File: src/rtl/time_tmr_lock_arbiter.sv
// Round-robin output arbiter for the time-redundant opgroup datapath.
// Locks onto one input until a full group of redundant copies has passed or the lock times out.
module time_tmr_lock_arbiter #(
   parameter int NumIn       = 3,
   parameter int DataWidth   = 32,
   parameter int IDSize      = 4,
   parameter int Redundancy  = 3,
   parameter int LockTimeout = 5
) (
   input  logic                        clk_i,
   input  logic                        rst_i,
   input  logic [NumIn-1:0]            req_i,
   output logic [NumIn-1:0]            gnt_o,
   input  logic [NumIn*DataWidth-1:0]  data_i,
   input  logic [NumIn*IDSize-1:0]     id_i,
   output logic                        req_o,
   input  logic                        gnt_i,
   output logic [DataWidth-1:0]        data_o,
   output logic [IDSize-1:0]           id_o,
   output logic [$clog2(NumIn)-1:0]    idx_o,
   output logic                        lock_o,
   output logic                        timeout_o,
   output logic                        id_mismatch_o
);

   // state  | meaning
   // IDLE   | round-robin selection, optionally holding a stalled pick
   // LOCKED | bound to lock_idx until the group completes or times out

   localparam int IdxW = $clog2(NumIn);
   localparam int CntW = $clog2(Redundancy + 1);
   localparam int TmoW = $clog2(LockTimeout + 1);
   localparam logic [CntW-1:0] RedC  = CntW'(Redundancy);
   localparam logic [TmoW-1:0] TmoC  = TmoW'(LockTimeout);
   localparam logic [IdxW-1:0] LastC = IdxW'(NumIn - 1);

   typedef enum logic {IDLE, LOCKED} state_e;

   state_e            state_q, state_d;
   logic [IdxW-1:0]   rr_q, rr_d;
   logic [CntW-1:0]   cnt_q, cnt_d;
   logic [TmoW-1:0]   tmo_q, tmo_d;
   logic              pend_q, pend_d;
   logic [IdxW-1:0]   pend_idx_q, pend_idx_d;
   logic [IdxW-1:0]   lock_idx_q, lock_idx_d;
   logic [IDSize-1:0] lock_id_q, lock_id_d;
   logic              timeout_q, timeout_d;
   logic              mism_q, mism_d;

   logic [IdxW-1:0]   rr_sel, sel;
   logic              found, hs;

   function automatic logic [IdxW-1:0] inc_idx(input logic [IdxW-1:0] i);
      return (i == LastC) ? '0 : i + 1'b1;
   endfunction

   always_comb begin
      rr_sel = rr_q;
      found  = 1'b0;
      for (int k = 0; k < NumIn; k++) begin
         int cand;
         cand = int'(rr_q) + k;
         if (cand >= NumIn) cand = cand - NumIn;
         if (!found && req_i[cand]) begin
            rr_sel = IdxW'(cand);
            found  = 1'b1;
         end
      end
   end

   always_comb begin
      if (state_q == LOCKED) sel = lock_idx_q;
      else if (pend_q)       sel = pend_idx_q;
      else                   sel = rr_sel;
   end

   always_comb begin
      data_o = '0;
      id_o   = '0;
      for (int i = 0; i < NumIn; i++) begin
         if (sel == IdxW'(i)) begin
            data_o = data_i[i*DataWidth +: DataWidth];
            id_o   = id_i[i*IDSize +: IDSize];
         end
      end
   end

   // Outputs are forced quiet while reset is held, regardless of register state.
   assign req_o         = req_i[sel] & ~rst_i;
   assign hs            = req_o & gnt_i;
   assign idx_o         = sel;
   assign lock_o        = (state_q == LOCKED) & ~rst_i;
   assign timeout_o     = timeout_q & ~rst_i;
   assign id_mismatch_o = mism_q & ~rst_i;

   always_comb begin
      gnt_o = '0;
      for (int i = 0; i < NumIn; i++) gnt_o[i] = hs && (sel == IdxW'(i));
   end

   always_comb begin
      state_d    = state_q;
      rr_d       = rr_q;
      cnt_d      = cnt_q;
      tmo_d      = tmo_q;
      pend_d     = pend_q;
      pend_idx_d = pend_idx_q;
      lock_idx_d = lock_idx_q;
      lock_id_d  = lock_id_q;
      timeout_d  = 1'b0;
      mism_d     = 1'b0;
      case (state_q)
         IDLE: begin
            if (hs) begin
               pend_d = 1'b0;
               if (Redundancy == 1) begin
                  rr_d = inc_idx(sel);
               end else begin
                  state_d    = LOCKED;
                  lock_idx_d = sel;
                  lock_id_d  = id_o;
                  cnt_d      = CntW'(1);
                  tmo_d      = '0;
               end
            end else if (req_o) begin
               pend_d     = 1'b1;
               pend_idx_d = sel;
            end
         end
         LOCKED: begin
            if (hs) begin
               tmo_d = '0;
               if (id_o == lock_id_q) begin
                  if (cnt_q + 1'b1 == RedC) begin
                     state_d = IDLE;
                     rr_d    = inc_idx(lock_idx_q);
                     cnt_d   = '0;
                  end else begin
                     cnt_d = cnt_q + 1'b1;
                  end
               end else begin
                  // foreign ID restarts the group on the same input
                  mism_d    = 1'b1;
                  lock_id_d = id_o;
                  cnt_d     = CntW'(1);
               end
            end else if (tmo_q + 1'b1 == TmoC) begin
               state_d   = IDLE;
               rr_d      = inc_idx(lock_idx_q);
               cnt_d     = '0;
               tmo_d     = '0;
               timeout_d = 1'b1;
            end else begin
               tmo_d = tmo_q + 1'b1;
            end
         end
         default: state_d = IDLE;
      endcase
   end

   always_ff @(posedge clk_i) begin
      if (rst_i) begin
         state_q    <= IDLE;
         rr_q       <= '0;
         cnt_q      <= '0;
         tmo_q      <= '0;
         pend_q     <= 1'b0;
         pend_idx_q <= '0;
         lock_idx_q <= '0;
         lock_id_q  <= '0;
         timeout_q  <= 1'b0;
         mism_q     <= 1'b0;
      end else begin
         state_q    <= state_d;
         rr_q       <= rr_d;
         cnt_q      <= cnt_d;
         tmo_q      <= tmo_d;
         pend_q     <= pend_d;
         pend_idx_q <= pend_idx_d;
         lock_idx_q <= lock_idx_d;
         lock_id_q  <= lock_id_d;
         timeout_q  <= timeout_d;
         mism_q     <= mism_d;
      end
   end

endmodule

File: config.mk
export PLATFORM = sky130hd
export DESIGN_NAME = time_tmr_lock_arbiter
export DESIGN_NICKNAME = d
export VERILOG_FILES = /design/src/rtl/time_tmr_lock_arbiter.sv
export SDC_FILE = /design/constraint.sdc
export NUM_CORES = 1
export LEC_CHECK = 0
export BUFFER_PORTS_ARGS = -buffer_cell sky130_fd_sc_hd__buf_2
export CAP_MARGIN = 20
export CORE_ASPECT_RATIO = 1.75
export CORE_MARGIN = 1
export CORE_UTILIZATION = 40
export CTS_BUF_LIST = sky130_fd_sc_hd__clkbuf_8 sky130_fd_sc_hd__clkbuf_16
export DETAILED_ROUTE_END_ITERATION = 8
export PLACE_DENSITY = 0.9
export SYNTH_ARGS = -nofsm -noshare
export SYNTH_HDL_FRONTEND = slang
export SYNTH_SLANG_ARGS = --single-unit
File: constraint.sdc
create_clock -name clk_i -period 4.45 [get_ports clk_i]
set_input_delay 0.2225 -clock clk_i [delete_from_list [all_inputs] [get_ports clk_i]]
set_output_delay 0.2225 -clock clk_i [all_outputs]
set_load 0.02 [all_outputs]
# --- Word level (Yosys, flattened, before mapping) ---
# Index checks and enable logic that the tools add are counted.
word_totals:
  reg_bits: 19
  in_bits: 114
  output_inout_bits: 45
  word_cells: 119
classes:
  add_sub_neg: 8
  magnitude_cmp: 7
  eq_ne: 12
  n_mux: 56
  bitwise_logic: 8
  n_reduce_logical: 18
ops:
  columns: ["cell", "n"]
  rows:
  - ["32-bit two-way mux", 6]
  - ["32-bit by 4-bit < comparator with 1-bit output (second input constant)", 3]
  - ["2-bit two-way mux", 15]
  - ["4-bit two-way mux", 6]
  - ["1-bit two-way mux", 18]
  - ["3-bit two-way mux", 3]
  - ["1-bit binary-select mux with 2-bit select", 4]
  - ["4-bit case mux with 2 select lines", 1]
  - ["3-bit by 2-bit subtractor with 4-bit output (second input constant)", 2]
  - ["2-bit == test (second input constant)", 3]
  - ["3-bit by 2-bit >= comparator with 1-bit output (second input constant)", 2]
  - ["2-bit by 1-bit != test with 1-bit output (second input constant)", 3]
  - ["3-bit case mux with 2 select lines", 1]
  - ["2-bit AND reduction", 3]
  - ["3-bit AND reduction", 2]
  - ["3-bit OR reduction", 2]
  - ["1-bit bitwise AND", 5]
  - ["1-bit logical AND", 5]
  - ["2-bit by 1-bit adder with 2-bit output (second input constant)", 2]
  - ["4-bit == test", 1]
  - ["2-bit != test (second input constant)", 2]
  - ["2-bit case mux with 2 select lines", 1]
  - ["4-bit AND reduction", 1]
  - ["2-bit nonzero test", 2]
  - ["other kinds (13)", 16]

# --- Depth between registers and ports, before layout ---
logic_depth:
  ltp_word: 22
  depth_mapped: 15
  depth_no_buf: 13

# --- Worst setup path before layout ---
# No wires, ideal clock.
synth_timing:
  kind: "reg-to-reg"
  start: "register rr_q[0]"
  end: "register lock_id_q[0]"
  setup_ps: 123
  arrival_ps: 3553
  t_required_ps: 4327
  setup_slack_ps: 774
  path_stages_with_launch: 15
  n_path_buf: 2
  synth_period_minus_slack_ps: 3676
  path_cell_list: "dfxtp_1 -> inv_1 -> ha_1 -> buf_6 -> mux2_1 -> a221o_1 -> a2111oi_2 -> a211oi_1 -> nor2_1 -> buf_2 -> o2bb2ai_1 -> xor2_1 -> or3_4 -> a21boi_2 -> mux2_1"
synth_via:
  elab_chain_len: 21
  word_cells_on_any_way: 50
  cone_classes: "add/sub (5); order compare (3); eq/ne (6); mux (28); bitwise (2); reduce/logical (6)"
synth_lines:
  columns: ["item", "line", "rtl"]
  rows:
  - ["start: declaration", "40", "logic [IdxW-1:0] rr_q, rr_d;"]
  - ["start signal: assignment", "175", "rr_q <= rr_d;"]
  - ["parallel branches: the longest is 11 deep, another holds 3-bit by 2-bit subtractor with 4-bit output", null, null]
  - ["2-bit two-way mux *", "64", "if (!found && req_i[cand]) begin"]
  - ["2-bit two-way mux *", "73", "else if (pend_q) sel = pend_idx_q;"]
  - ["2-bit two-way mux *", "72", "if (state_q == LOCKED) sel = lock_idx_q;"]
  - ["2-bit zero test", "81", "if (sel == IdxW'(i)) begin"]
  - ["4-bit two-way mux (2 in a row)", "81", null]
  - ["4-bit two-way mux *", "81", null]
  - ["net id_o[1]", "19", "output logic [IDSize-1:0] id_o,"]
  - ["4-bit == test *", "133", "if (id_o == lock_id_q) begin"]
  - ["2-bit != test (no line) *", null, null]
  - ["3-bit AND reduction (no line) *", null, null]
  - ["end signal: assignment", "181", "lock_id_q <= lock_id_d;"]
  - ["end: declaration", "46", "logic [IDSize-1:0] lock_id_q, lock_id_d;"]
# Mark *: on every way through the listed nets, which the timed path passes. The select of a mux whose other input is x is not followed.
# A chain may end at the register's enable or synchronous reset.

# --- Worst setup path in the final report ---
layout_timing:
  start: "register rr_q[0]"
  end: "register lock_id_q[0]"
layout_via:
  elab_chain_len: 21
  word_cells_on_any_way: 50
  cone_classes: "add/sub (5); order compare (3); eq/ne (6); mux (28); bitwise (2); reduce/logical (6)"
layout_lines:
  columns: ["item", "line"]
  rows:
  - ["parallel branches: the longest is 11 deep, another holds 3-bit by 2-bit subtractor with 4-bit output", null]
  - ["2-bit two-way mux *", "64"]
  - ["2-bit two-way mux *", "73"]
  - ["2-bit two-way mux *", "72"]
  - ["2-bit zero test", "81"]
  - ["4-bit two-way mux (3 in a row)", "81"]
  - ["4-bit == test / 4-bit two-way mux (equally long branches)", "133"]
  - ["2-bit != test (no line) / 4-bit two-way mux (equally long branches)", null]
  - ["3-bit AND reduction (no line) / 4-bit case mux with 2 select lines (equally long branches)", null]
# Every way passes the cells marked *. The select of a mux whose other input is x is not followed.

==> results_tabular.tex <==
\begin{tabular}{lr}
\hline
Metric & Value \\
\hline
\multicolumn{2}{l}{\textbf{Final layout}} \\
Share of final-layout standard cells stronger than drive strength 1 & 41.98\% \\
Area delta synth->final & 42.46\% \\
Number of inserted diodes & 0 \\
Share of the core filled with cells & 59.13\% \\
Area occupied by registers & 380.4 um2 \\
Area occupied by multi-input gates & 1551 um2 \\
Final layout net count & 545 \\
Filler Cells Inserted & 438 \\
\multicolumn{2}{l}{\textbf{Global route}} \\
GRT Total Usage & 24.65\% \\
Largest net degree at the start of global routing & 33 \\
Global-route wire length before repair & 10850 um \\
Global routing met2 resource utilization & 45.42\% \\
Busiest layer in global routing & met2 \\
Antenna violations before repair & 0 \\
Via count of the first global-routing pass & 2495 \\
Total gr overflow & 0 \\
Met3 track demand over resource & 4.679\% \\
Grt met1 use & 26.83\% \\
\multicolumn{2}{l}{\textbf{Logic synthesis}} \\
Leading register cell type out of synthesis & sky130\_fd\_sc\_hd\_\_dfxtp\_1 \\
Total of warnings raised by yosys & 0 \\
Number of enable-type register cells in the synthesized netlist & 0 \\
Cell area after technology mapping & 2048 um2 \\
Post-Syn Nets & 394 \\
Fraction of registers with async set or reset after synthesis & 0\% \\
Number of flip-flops and latches in the synthesized netlist & 19 \\
Sequential fraction of the synthesis area & 18.57\% \\
Distinct cell type count after synthesis & 53 \\
Number of standard cells after synthesis & 274 \\
Post-synthesis area per instance & 7.475 um2 \\
\multicolumn{2}{l}{\textbf{Setup path}} \\
Critical path cell sequence & inv\_1 > ha\_1 > mux2\_1 > a221o\_1 > a2111oi\_2 > a211oi\_1 > inv\_2 > buf\_4 > nand4\_1 > nand3\_1 > o22ai\_1 > or3\_4 > a21boi\_2 > mux2\_1 \\
Library cell appearing most often on the critical path & sky130\_fd\_sc\_hd\_\_mux2\_1 \\
Slowest stage delay, CP & 0.44 ns \\
Type of destination of the critical path & flip-flop \\
Required time of the critical path & 4.61 ns \\
Critical path's slowest cell & sky130\_fd\_sc\_hd\_\_or3\_4 \\
Peak fanout along the critical path & 22 \\
Arrival time at the worst endpoint & 4.21 ns \\
Classification of the worst setup path & flip-flop to flip-flop \\
Setup crit start kind & flip-flop \\
\multicolumn{2}{l}{\textbf{Route}} \\
Number of nets with antenna violations after detailed routing & 0 \\
Routed via count & 2641 \\
Average wire length per cell after detail routing & 14.30 um \\
Routed via count divided by cell count & 5.525 \\
Routed Wire Length & 6834 um \\
Drt drc & 0 \\
Number of DRC markers in iteration 0 & 175 \\
First-pass iteration count of the detailed router & 4 \\
\multicolumn{2}{l}{\textbf{Placed design}} \\
Number of buffer cells added on primary ports & 158 \\
DPL Wire Length & 5586 um \\
Routability congestion estimate from global placement & 0.9185 \\
\multicolumn{2}{l}{\textbf{Status}} \\
Result of the run & completed \\
\multicolumn{2}{l}{\textbf{Timing}} \\
Unrepaired setup endpoints after global routing & false \\
Actual slew at the worst max-slew pin & 0.6644 ns \\
Count of pins over their slew limit & 0 \\
Final setup violation count & 0 \\
Final count of hold timing violations & 0 \\
Clock period minus final worst setup slack & 4.049 ns \\
Slew margin rel. & 55.30\% \\
Highest clock frequency the design can meet & 247.0 MHz \\
Clock Skews & 0.007349 ns \\
Final worst-path cycle share & 90.99\% \\
Final TNS setup & 0 ns \\
\multicolumn{2}{l}{\textbf{Clocking}} \\
Maximum count of clock buffers along a single path & 2 \\
Clock latency at the later pin of the worst-skew pair & 0.27 ns \\
Number of gates given a new drive strength after cts & 0 \\
Count of hold buffers inserted by post-cts repair & 0 \\
Total number of clock tree sinks & 19 \\
Total clock buffers created by CTS & 3 \\
Root Driver & sky130\_fd\_sc\_hd\_\_clkbuf\_8 \\
Clock Pin Slew Worst Setup and Hold Paths & 0.08 ns \\
Count of H-tree levels built during CTS & 1 \\
Setup fix buffers added after clock tree synthesis & 0 \\
CTS tree & done \\
\multicolumn{2}{l}{\textbf{Pwr}} \\
Leakage power & 1.413 nW \\
Peak ir drop on the vdd network & 0.2762 mV \\
Total power & 976.8 uW \\
Total power per unit cell area & 334.8 nW/um2 \\
\multicolumn{2}{l}{\textbf{Floorplanning}} \\
Die height & 96.66 um \\
Core outline area & 4935 um2 \\
Width of the chip & 56.09 um \\
Standard-cell rows & 34 \\
Die Outline Area & 5422 um2 \\
Effective utilization at floorplan & 41.51\% \\
Number of top-level design ports & 159 \\
\multicolumn{2}{l}{\textbf{Job}} \\
Maximum Capacitance Violations & 0 \\
\multicolumn{2}{l}{\textbf{Hold path}} \\
Worst Hold Class & input pin to flip-flop \\
\hline
\end{tabular}
[worst max-delay path, delay by kind of cell (launching register included)]
family,cells,cell delay (ns)
flip-flops,1,0.36
AND/OR/NAND/NOR,3,0.68
AO/OA/AOI/OAI,5,1.21
buffers and inverters,3,0.56
multiplexers,2,0.70
adder cells (fa/ha/maj),1,0.43
[kinds of logic (layout without fill, tap and decap cells)]
family,Yosys count,in the layout,share of synthesized area (%)
muxes,47,47,23.76
AOI/OAI and AO/OA,74,74,23.34
adders and majority gates,6,6,3.665
and+or+nand+nor,97,97,23.15
buffers and inverters,27,177,5.804
DFF,19,19,18.57
xor gates and xnor gates,4,4,1.710
[final cells by class]
cell class,instances,area share (%)
Inverter,9,1.158
Tap cell,54,2.316
Clock inverter,1,0.2573
Multi-Input combinational cell,228,53.17
Sequential cell,19,13.04
Clock buffer,3,1.415
Timing Repair Buffer,164,28.64
[stage by stage]
stage	instance area [um2]	hold WS [ns]	worst slack, ns	instances
finish	2918	0.3006	0.4010	478
global route	2918	0.3234	0.1185	478
CTS	2918	0.2962	0.4246	478
detailed placement	2869	0.4874	0.4410	474
global placement	2869	0.4777	0.5871	474
floorplan	2048	0.3816	0.7738	274
[flip-flops by register name, summed over array words and instances (netlist names)]
| register | flops |
|---|---|
| cnt_q | 2 |
| lock_id_q | 4 |
| lock_idx_q | 2 |
| mism_q | 1 |
| pend_idx_q | 2 |
| pend_q | 1 |
| rr_q | 2 |
| state_q | 1 |
| timeout_q | 1 |
| tmo_q | 3 |
[where the power goes]
group | switching (mW) | total, mW | leakage [nW] | internal (mW)
registers | 0.0197 | 0.207 | 0.155 | 0.187
logic | 0.391 | 0.640 | 1.24 | 0.249
clock network | 0.0662 | 0.130 | 0.0217 | 0.0634
[metal layers]
metal	vias to the layer above	share of wire, %
li1	1299	-
met4	0	2.1
met3	17	8.3
met2	164	52
met5	-	0
met1	1161	37
[cell usage after synthesis, types with 2 or more instances]
cell | n | share of area [%]
sky130_fd_sc_hd__mux2i_1 | 40 | 20
sky130_fd_sc_hd__nand2_1 | 39 | 7.1
sky130_fd_sc_hd__o21ai_1 | 33 | 8.1
sky130_fd_sc_hd__dfxtp_1 | 19 | 19
sky130_fd_sc_hd__nor2_1 | 14 | 2.6
sky130_fd_sc_hd__clkbuf_1 | 9 | 1.6
sky130_fd_sc_hd__nor2b_1 | 9 | 2.7
sky130_fd_sc_hd__o21ai_0 | 8 | 2.0
sky130_fd_sc_hd__inv_1 | 7 | 1.3
sky130_fd_sc_hd__nand4_1 | 7 | 2.1
sky130_fd_sc_hd__nor3_1 | 7 | 1.7
sky130_fd_sc_hd__ha_1 | 6 | 3.7
sky130_fd_sc_hd__nand3_1 | 6 | 1.5
sky130_fd_sc_hd__a211oi_1 | 5 | 1.8
sky130_fd_sc_hd__a21oi_1 | 5 | 1.2
sky130_fd_sc_hd__buf_1 | 5 | 0.92
sky130_fd_sc_hd__mux2_1 | 5 | 2.7
sky130_fd_sc_hd__xor2_1 | 4 | 1.7
sky130_fd_sc_hd__a221oi_1 | 2 | 0.86
sky130_fd_sc_hd__a22o_1 | 2 | 0.86
sky130_fd_sc_hd__buf_2 | 2 | 0.49
sky130_fd_sc_hd__buf_6 | 2 | 1.1
sky130_fd_sc_hd__inv_2 | 2 | 0.37
sky130_fd_sc_hd__mux2_4 | 2 | 1.5
sky130_fd_sc_hd__nand3b_1 | 2 | 0.73
sky130_fd_sc_hd__nor4_1 | 2 | 0.61
sky130_fd_sc_hd__o2111ai_1 | 2 | 0.86
sky130_fd_sc_hd__o2bb2ai_1 | 2 | 0.86
sky130_fd_sc_hd__o31ai_1 | 2 | 0.73
[placed cells by master (no fill, tap or decap), types with 8 or more instances in the layout]
cell type                 netlist  routed
sky130_fd_sc_hd__nand2_1       39      39
sky130_fd_sc_hd__o21ai_1       33      33
sky130_fd_sc_hd__dfxtp_1       19      19
sky130_fd_sc_hd__buf_2          2     158
sky130_fd_sc_hd__nor2b_1        9       9
sky130_fd_sc_hd__nor2_1        14      13
sky130_fd_sc_hd__o21ai_0        8       8
sky130_fd_sc_hd__mux2i_1       40      40
[final timing paths]
path / startpoint / slack, ns / to / cells past startpoint
setup / recovery: rr_q[0] / 0.40 / lock_id_q[0] / 14
hold / removal: gnt_i / 0.30 / lock_idx_q[1] / 3
setup reg to reg: rr_q[0] / 0.40 / lock_id_q[0] / 14
hold reg to reg: cnt_q[1] / 0.50 / cnt_q[1] / 2
Power figures use the tool's default switching activity.
